===== src/rtl/frontend_pkg.sv =====
// rtl/frontend_pkg.sv - frontend bundle layout, width and pack/unpack helpers
package frontend_pkg;

    localparam int BUNDLE_W = 256;
    localparam int INS_W    = 96;
    localparam int PC_W     = 40;
    localparam int BTB_TGT_W = 16;

    // Fields are listed MSB first, so ins0 occupies bits [95:0].
    typedef struct packed {
        logic                 btb_way;
        logic [1:0]           btb_idx;
        logic                 btb_vld;
        logic [BTB_TGT_W-1:0] btb_target;
        logic                 btb_pred;
        logic [2:0]           btb_type;
        logic [PC_W-1:0]      pc;
        logic [INS_W-1:0]     ins1;
        logic [INS_W-1:0]     ins0;
    } bundle_t;

    localparam int INS0_LSB     = 0;
    localparam int INS1_LSB     = INS0_LSB + INS_W;
    localparam int PC_LSB       = INS1_LSB + INS_W;
    localparam int BTB_TYPE_LSB = PC_LSB + PC_W;
    localparam int BTB_PRED_LSB = BTB_TYPE_LSB + 3;
    localparam int BTB_TGT_LSB  = BTB_PRED_LSB + 1;
    localparam int BTB_VLD_LSB  = BTB_TGT_LSB + BTB_TGT_W;
    localparam int BTB_IDX_LSB  = BTB_VLD_LSB + 1;
    localparam int BTB_WAY_LSB  = BTB_IDX_LSB + 2;

    function automatic logic [BUNDLE_W-1:0] pack_bundle(input bundle_t b);
        return b;
    endfunction

    function automatic bundle_t unpack_bundle(input logic [BUNDLE_W-1:0] raw);
        return bundle_t'(raw);
    endfunction

    function automatic logic [1:0] ins_weight(input logic ins1_valid);
        return ins1_valid ? 2'd2 : 2'd1;
    endfunction

endpackage


===== src/rtl/fifo_ptr_ctrl.sv =====
// rtl/fifo_ptr_ctrl.sv - wrap-bit pointer pair with occupancy count and flush
module fifo_ptr_ctrl #(
    parameter int DEPTH = 4
) (
    input  logic                     clk,
    input  logic                     rst,
    input  logic                     flush,
    input  logic                     push,
    input  logic                     pop,
    output logic [$clog2(DEPTH):0]   wr_ptr,
    output logic [$clog2(DEPTH):0]   rd_ptr,
    output logic [$clog2(DEPTH):0]   count,
    output logic                     full,
    output logic                     empty
);
    localparam int PW = $clog2(DEPTH) + 1;

    // DEPTH is a power of two, so a plain increment wraps the index and toggles the wrap bit.
    always_ff @(posedge clk) begin
        if (rst || flush) begin
            wr_ptr <= '0;
            rd_ptr <= '0;
            count  <= '0;
        end else begin
            if (push) wr_ptr <= wr_ptr + PW'(1);
            if (pop)  rd_ptr <= rd_ptr + PW'(1);
            count <= count + PW'(push) - PW'(pop);
        end
    end

    assign empty = (wr_ptr == rd_ptr);
    assign full  = (wr_ptr[PW-1] != rd_ptr[PW-1]) && (wr_ptr[PW-2:0] == rd_ptr[PW-2:0]);

    a_count_matches_ptrs: assert property (@(posedge clk) disable iff (rst)
        count == PW'(wr_ptr - rd_ptr));

endmodule


===== src/rtl/decode_rename_queue.sv =====
// rtl/decode_rename_queue.sv - decoded-bundle FIFO between decode and rename
module decode_rename_queue #(
    parameter int DEPTH    = 4,
    parameter int BUNDLE_W = frontend_pkg::BUNDLE_W
) (
    input  logic                       core_clock_i,
    input  logic                       core_reset_i,
    input  logic                       core_flush_i,
    input  logic                       fe_valid_i,
    input  logic [BUNDLE_W-1:0]        fe_bundle_i,
    input  logic                       fe_ins1_valid_i,
    output logic                       fe_busy_o,
    output logic                       rn_valid_o,
    output logic [BUNDLE_W-1:0]        rn_bundle_o,
    output logic                       rn_ins1_valid_o,
    input  logic                       rn_busy_i,
    output logic [$clog2(DEPTH):0]     occupancy_o,
    output logic [$clog2(DEPTH)+1:0]   ins_count_o
);
    import frontend_pkg::*;

    localparam int AW = $clog2(DEPTH);
    localparam int CW = AW + 1;
    localparam int IW = AW + 2;

    logic [BUNDLE_W:0] mem [DEPTH];
    logic [CW-1:0]     wr_ptr, rd_ptr, count;
    logic [IW-1:0]     ins_count;
    logic              full, empty, push, pop;
    logic [BUNDLE_W:0] head;

    assign fe_busy_o  = (count == CW'(DEPTH));
    assign rn_valid_o = (count != '0);
    assign push = fe_valid_i & ~fe_busy_o & ~core_flush_i;
    assign pop  = rn_valid_o & ~rn_busy_i & ~core_flush_i;

    fifo_ptr_ctrl #(.DEPTH(DEPTH)) u_ptr (
        .clk    (core_clock_i),
        .rst    (core_reset_i),
        .flush  (core_flush_i),
        .push   (push),
        .pop    (pop),
        .wr_ptr (wr_ptr),
        .rd_ptr (rd_ptr),
        .count  (count),
        .full   (full),
        .empty  (empty)
    );

    always_ff @(posedge core_clock_i) begin
        if (push) mem[wr_ptr[AW-1:0]] <= {fe_ins1_valid_i, fe_bundle_i};
    end

    // mem is never reset; gating on valid keeps X out of rename after reset.
    assign head            = mem[rd_ptr[AW-1:0]];
    assign rn_bundle_o     = rn_valid_o ? head[BUNDLE_W-1:0] : '0;
    assign rn_ins1_valid_o = rn_valid_o ? head[BUNDLE_W] : 1'b0;

    always_ff @(posedge core_clock_i) begin
        if (core_reset_i || core_flush_i) begin
            ins_count <= '0;
        end else begin
            ins_count <= ins_count
                       + (push ? IW'(ins_weight(fe_ins1_valid_i)) : IW'(0))
                       - (pop  ? IW'(ins_weight(rn_ins1_valid_o)) : IW'(0));
        end
    end

    assign occupancy_o = count;
    assign ins_count_o = ins_count;

    a_no_push_full: assert property (@(posedge core_clock_i) disable iff (core_reset_i)
        push |-> !full);
    a_no_pop_empty: assert property (@(posedge core_clock_i) disable iff (core_reset_i)
        pop |-> !empty);
    a_ins1_needs_valid: assert property (@(posedge core_clock_i) disable iff (core_reset_i)
        !fe_valid_i |-> !push);
    a_busy_is_full: assert property (@(posedge core_clock_i) disable iff (core_reset_i)
        fe_busy_o == full);

endmodule


===== config.mk =====
export PLATFORM = sky130hd
export DESIGN_NAME = decode_rename_queue
export DESIGN_NICKNAME = d
export VERILOG_FILES = /design/src/rtl/frontend_pkg.sv /design/src/rtl/fifo_ptr_ctrl.sv /design/src/rtl/decode_rename_queue.sv
export SDC_FILE = /design/constraint.sdc
export NUM_CORES = 1
export LEC_CHECK = 0
export BUFFER_PORTS_ARGS = -buffer_cell sky130_fd_sc_hd__buf_2
export CORE_MARGIN = 10
export CORE_UTILIZATION = 40
export DETAILED_ROUTE_END_ITERATION = 8
export PLACE_DENSITY = 0.64
export SLEW_MARGIN = 20
export SYNTH_ARGS = -nofsm -noshare
export SYNTH_HDL_FRONTEND = slang
export SYNTH_SLANG_ARGS = --single-unit

===== constraint.sdc =====
create_clock -name core_clock_i -period 10.5 [get_ports core_clock_i]
set_input_delay 0.525 -clock core_clock_i [delete_from_list [all_inputs] [get_ports core_clock_i]]
set_output_delay 0.525 -clock core_clock_i [all_outputs]
set_load 0.005 [all_outputs]

# Yosys cells after proc, flatten, opt, wreduce, memory -nomap -nowiden
# Memory sizes are Yosys's and may differ from the RTL's. A register that Yosys moved wholly into a read port is not among the register bits.
# Index checks and enable logic that the tools add are counted.
# word_totals
input_bits,262
ram_bits,1028
out_inout_bits,266
elab_cells,31
mem_count,1
ff_bits,13
# op_classes
reduce_logical,2
bitwise,7
n_addsub,6
n_mux,10
eq_ne,1
# memory_table
memory,depth,width,read_ports,rd_ports_with_merged_regs,write_ports,line_no,rtl
mem,4,257,1,1,1,decode_rename_queue.sv:26,logic [BUNDLE_W:0] mem [DEPTH];
# op_table
cell,count
$mux 256,1
$mux 2,6
$add 3x1->3 const B,2
$add 4x2->4,1
$and 1x1->1,4
$sub 4x2->4,1
$add 3x1->3,1
$eq 3x3->1 const B,1
$mux 1,3
$not 1->1,3
$reduce_bool 3->1,1
$sub 3x1->3,1
$logic_or 1x1->1,1

# Logic depth before layout (Yosys ltp)
# logic_depth
ltp_word,7
ltp_mapped,11
depth_no_buf,10

# By module
# A second synthesis with hierarchy kept.
# hier_totals
hier_cells,1712
area_unflattened_um2,39639.3
# modules_own_cells
module,instances,area_per_inst_um2,cells_each
decode_rename_queue,1,39178.8,1669
fifo_ptr_ctrl,1,460.4,43

# Least setup slack after synthesis
# OpenSTA, ideal clock, no wires.
# synth_timing
kind,input to register
start,input port fe_valid_i
end,memory mem[0][0] in the netlist's numbering (enable)
slack_ps,2966
cell_stages,3
arrival_ps,6884
path_buffers,0
cell_sequence,inv_1 > nor3_1 > and2_1
# synth_between
elab_chain_len,4
# synth_rtl
item,line_no,rtl
"start, declared",decode_rename_queue.sv:9,"input logic fe_valid_i,"
$and 1x1->1 (2 in a row),decode_rename_queue.sv:34,assign push = fe_valid_i & ~fe_busy_o & ~core_flush_i;
net push,decode_rename_queue.sv:29,"logic full, empty, push, pop;"
$mux 1,decode_rename_queue.sv:51,"if (push) mem[wr_ptr[AW-1:0]] <= {fe_ins1_valid_i, fe_bundle_i};"
$mux 1 (implied by the code),decode_rename_queue.sv:51,
"end, declared",decode_rename_queue.sv:26,
# The timed path passes the listed nets, and every way through them passes these cells.

==> results.yml <==
finish:
  multi_input_area_sq_mm: 0.00785
  nets: 2561
  syn_to_final_growth_pct: 18.7
  drive_gt1_share_pct: 40.3
  nFillCells: 8076
  fin_util_pct: 47.8
  final-seq-area_sq_mm: 0.0311
  fin_cells: 3670
cts:
  clk_latency_ps: 670
  ctsResizeCount: 0
  clk_pin_slew_worst_paths_ps: 60
  h-tree-depth: 3
  hold_buffers: 9
  cts_setup_buffers: 0
  cts_tree: "built"
  cts.sinks: 1041
  cts_buffer_depth: 3
  cts_buffers: 102
  root_buffer: "clkbuf_16"
logic_synthesis:
  synth_cell_types: 27
  ys.flop_type: "edfxtp_1"
  netlist_area_sq_mm: 0.0396
  netlist_instances: 1713
  synth_edf_count: 1028
  synth_seq_cells: 1041
  synth_top_area_share_pct: 78.0
  async_flop_share_pct: 0
  ys_top_cells_by_count: "edfxtp_1, and2_1, mux4_2, clkbuf_1"
  ys_seq_area_share_pct: 78.6
  synth_most_common_cell: "edfxtp_1"
  synth_area_leaders: "edfxtp_1, mux4_2, and2_1"
  synth.net_count: 1988
  synth_top_cell_by_area: "edfxtp_1"
  ys_warn_count: 0
  syn_avg_cell_area_sq_um: 23.1
outcome:
  status: "finished, final reports clean"
place:
  dp_cells: 3460
  portBuffers: 527
  gp_congestion: 0.737
  dp_hpwl_um: 54700
grt:
  overflow: 0
  grt_max_degree: 136
  antenna_found_initial: 31
  first_global_vias: 20000
  grt_pass1_wl_um: 130000
  track_usage_pct: 15.3
timing:
  drv_slew: 0
  post-route-period-util_pct: 44.2
  period_minus_slack_ps: 4640
  finalSetupViolCount: 0
  skew_ps: 17.9
  finalSetupTns_ps: 0
  rsz0062_at_grt: "false"
  tightest_slew_ps: 1320
  finalHoldViolations: 0
  fmax_mhz: 216
  slew-limit-headroom_pct: 12.0
  holdWs_ps: 73.4
pwr:
  ir_drop_v: 0.000150
  power_density_mw_per_mm2: 185
  p_leak_nw: 16.0
detailed_routing:
  drc: 0
  drt-initial-drc-count: 1220
  postRouteAntennaNets: 0
  totalWireLength_um: 87700
  wl_per_cell_um: 23.9
  routed_via_density: 5.12
  vias: 18800
  firstDrtPassIters: 5
worst_setup_path:
  critPathKind: "register to output port"
  start_kind: "register"
  cp_data_required_time_ps: 9980
  cp_max_fo: 93
  cp-end-kind: "output port"
  critPathArrivalTime_ps: 4120
floorplanning:
  dieWidth_um: 335
  dieHeight_um: 335
  dieArea_sq_mm: 0.112
  io_pins: 528
  core.rowCount: 115
  core_area_sq_mm: 0.0983
  start_util_pct: 40.3
min_path:
  hp-class: "input port to register"
flow_run:
  maxCapViolations: 0
[cell type report]
type | count | share of cell area (%)
flip-flops and latches | 1041 | 66.3
multi-input cells | 570 | 16.7
repair buffers | 556 | 6.28
clock buffers | 135 | 5.88
well taps | 1287 | 3.43
clock inverters | 50 | 1.25
inverters | 15 | 0.130
diodes | 16 | 0.0852
[final timing paths]
| kind | end | depth (start not counted) | startpoint | slack (ps) |
|---|---|---|---|---|
| worst max-delay path | rn_bundle_o[102] | 5 | register | 5860 |
| worst min-delay path | mem[1][31] | 1 | fe_bundle_i[31] | 70 |
| worst max register to register | mem[0][130] | 5 | u_ptr.count[1] | 6590 |
| worst min register to register | register | 2 | u_ptr.rd_ptr[1] | 490 |
[sequential cells by signal, indices dropped and copies added (netlist names), named ones only]
register / cells
u_ptr.wr_ptr: 2
u_ptr.rd_ptr: 2
ins_count_o: 4
mem: 1028
u_ptr.count: 3
[stage by stage]
stage | total power (W) | worst slack [ps] | instance area [sq um]
CTS | 0.00880 | 5630 | 47000
global placement | 0.00513 | 6370 | 43500
floorplan | 0.00495 | 2970 | 39600
global route | 0.00901 | 5420 | 47000
detailed placement | 0.00515 | 6360 | 43500
finish | 0.00869 | 5860 | 47000
[layout by cell type, fill, tap and decap left out, types with 3 or more instances in the layout]
cell type and n:
and2_4 4, diode_2 16, inv_1 14, fa_1 3
ha_1 10, a21oi_1 7, dfxtp_1 11, bufinv_16 13
and2_1 261, xnor2_1 3, buf_4 14, clkinv_2 14
clkinv_1 16, buf_2 527, buf_12 6, clkbuf_1 29
nor2_1 4, dlygate4sd3_1 9, or3_1 3, clkbuf_16 106
mux4_2 257, o21ai_0 4, edfxtp_1 1028, inv_6 3
[routing by layer]
| layer | vias to the layer above | track usage, % | part of all wire [%] |
|---|---|---|---|
| met4 | 32 | 5.61 | 2.7 |
| met2 | 597 | 25.4 | 51 |
| met3 | 149 | 4.90 | 8.0 |
| met5 | - | 0 | 0.27 |
| met1 | 9831 | 18.8 | 38 |
| li1 | 8185 | - | - |
[logic make-up after synthesis]
group	share of synthesized area, %
adder cells (fa/ha/maj)	0.468
buffers and inverters	1.57
XOR/XNOR	0.0885
flip-flops	78.6
AND/OR/NAND/NOR	4.46
AO/OA/AOI/OAI	0.158
multiplexers	14.6
[critical path: stages (launching register included)]
cell	delay (ps)
dfxtp_4	880
buf_4	820
buf_12	570
mux4_2	590
and2_1	190
buf_2	140
[report_power, final]
group	switching, W	internal (W)	total, W
Sequential	0.0000177	0.00465	0.00466
Clock	0.00147	0.00216	0.00363
Combinational	0.000218	0.000173	0.000390
Total	0.00171	0.00698	0.00869
Power figures use the tool's default switching activity.
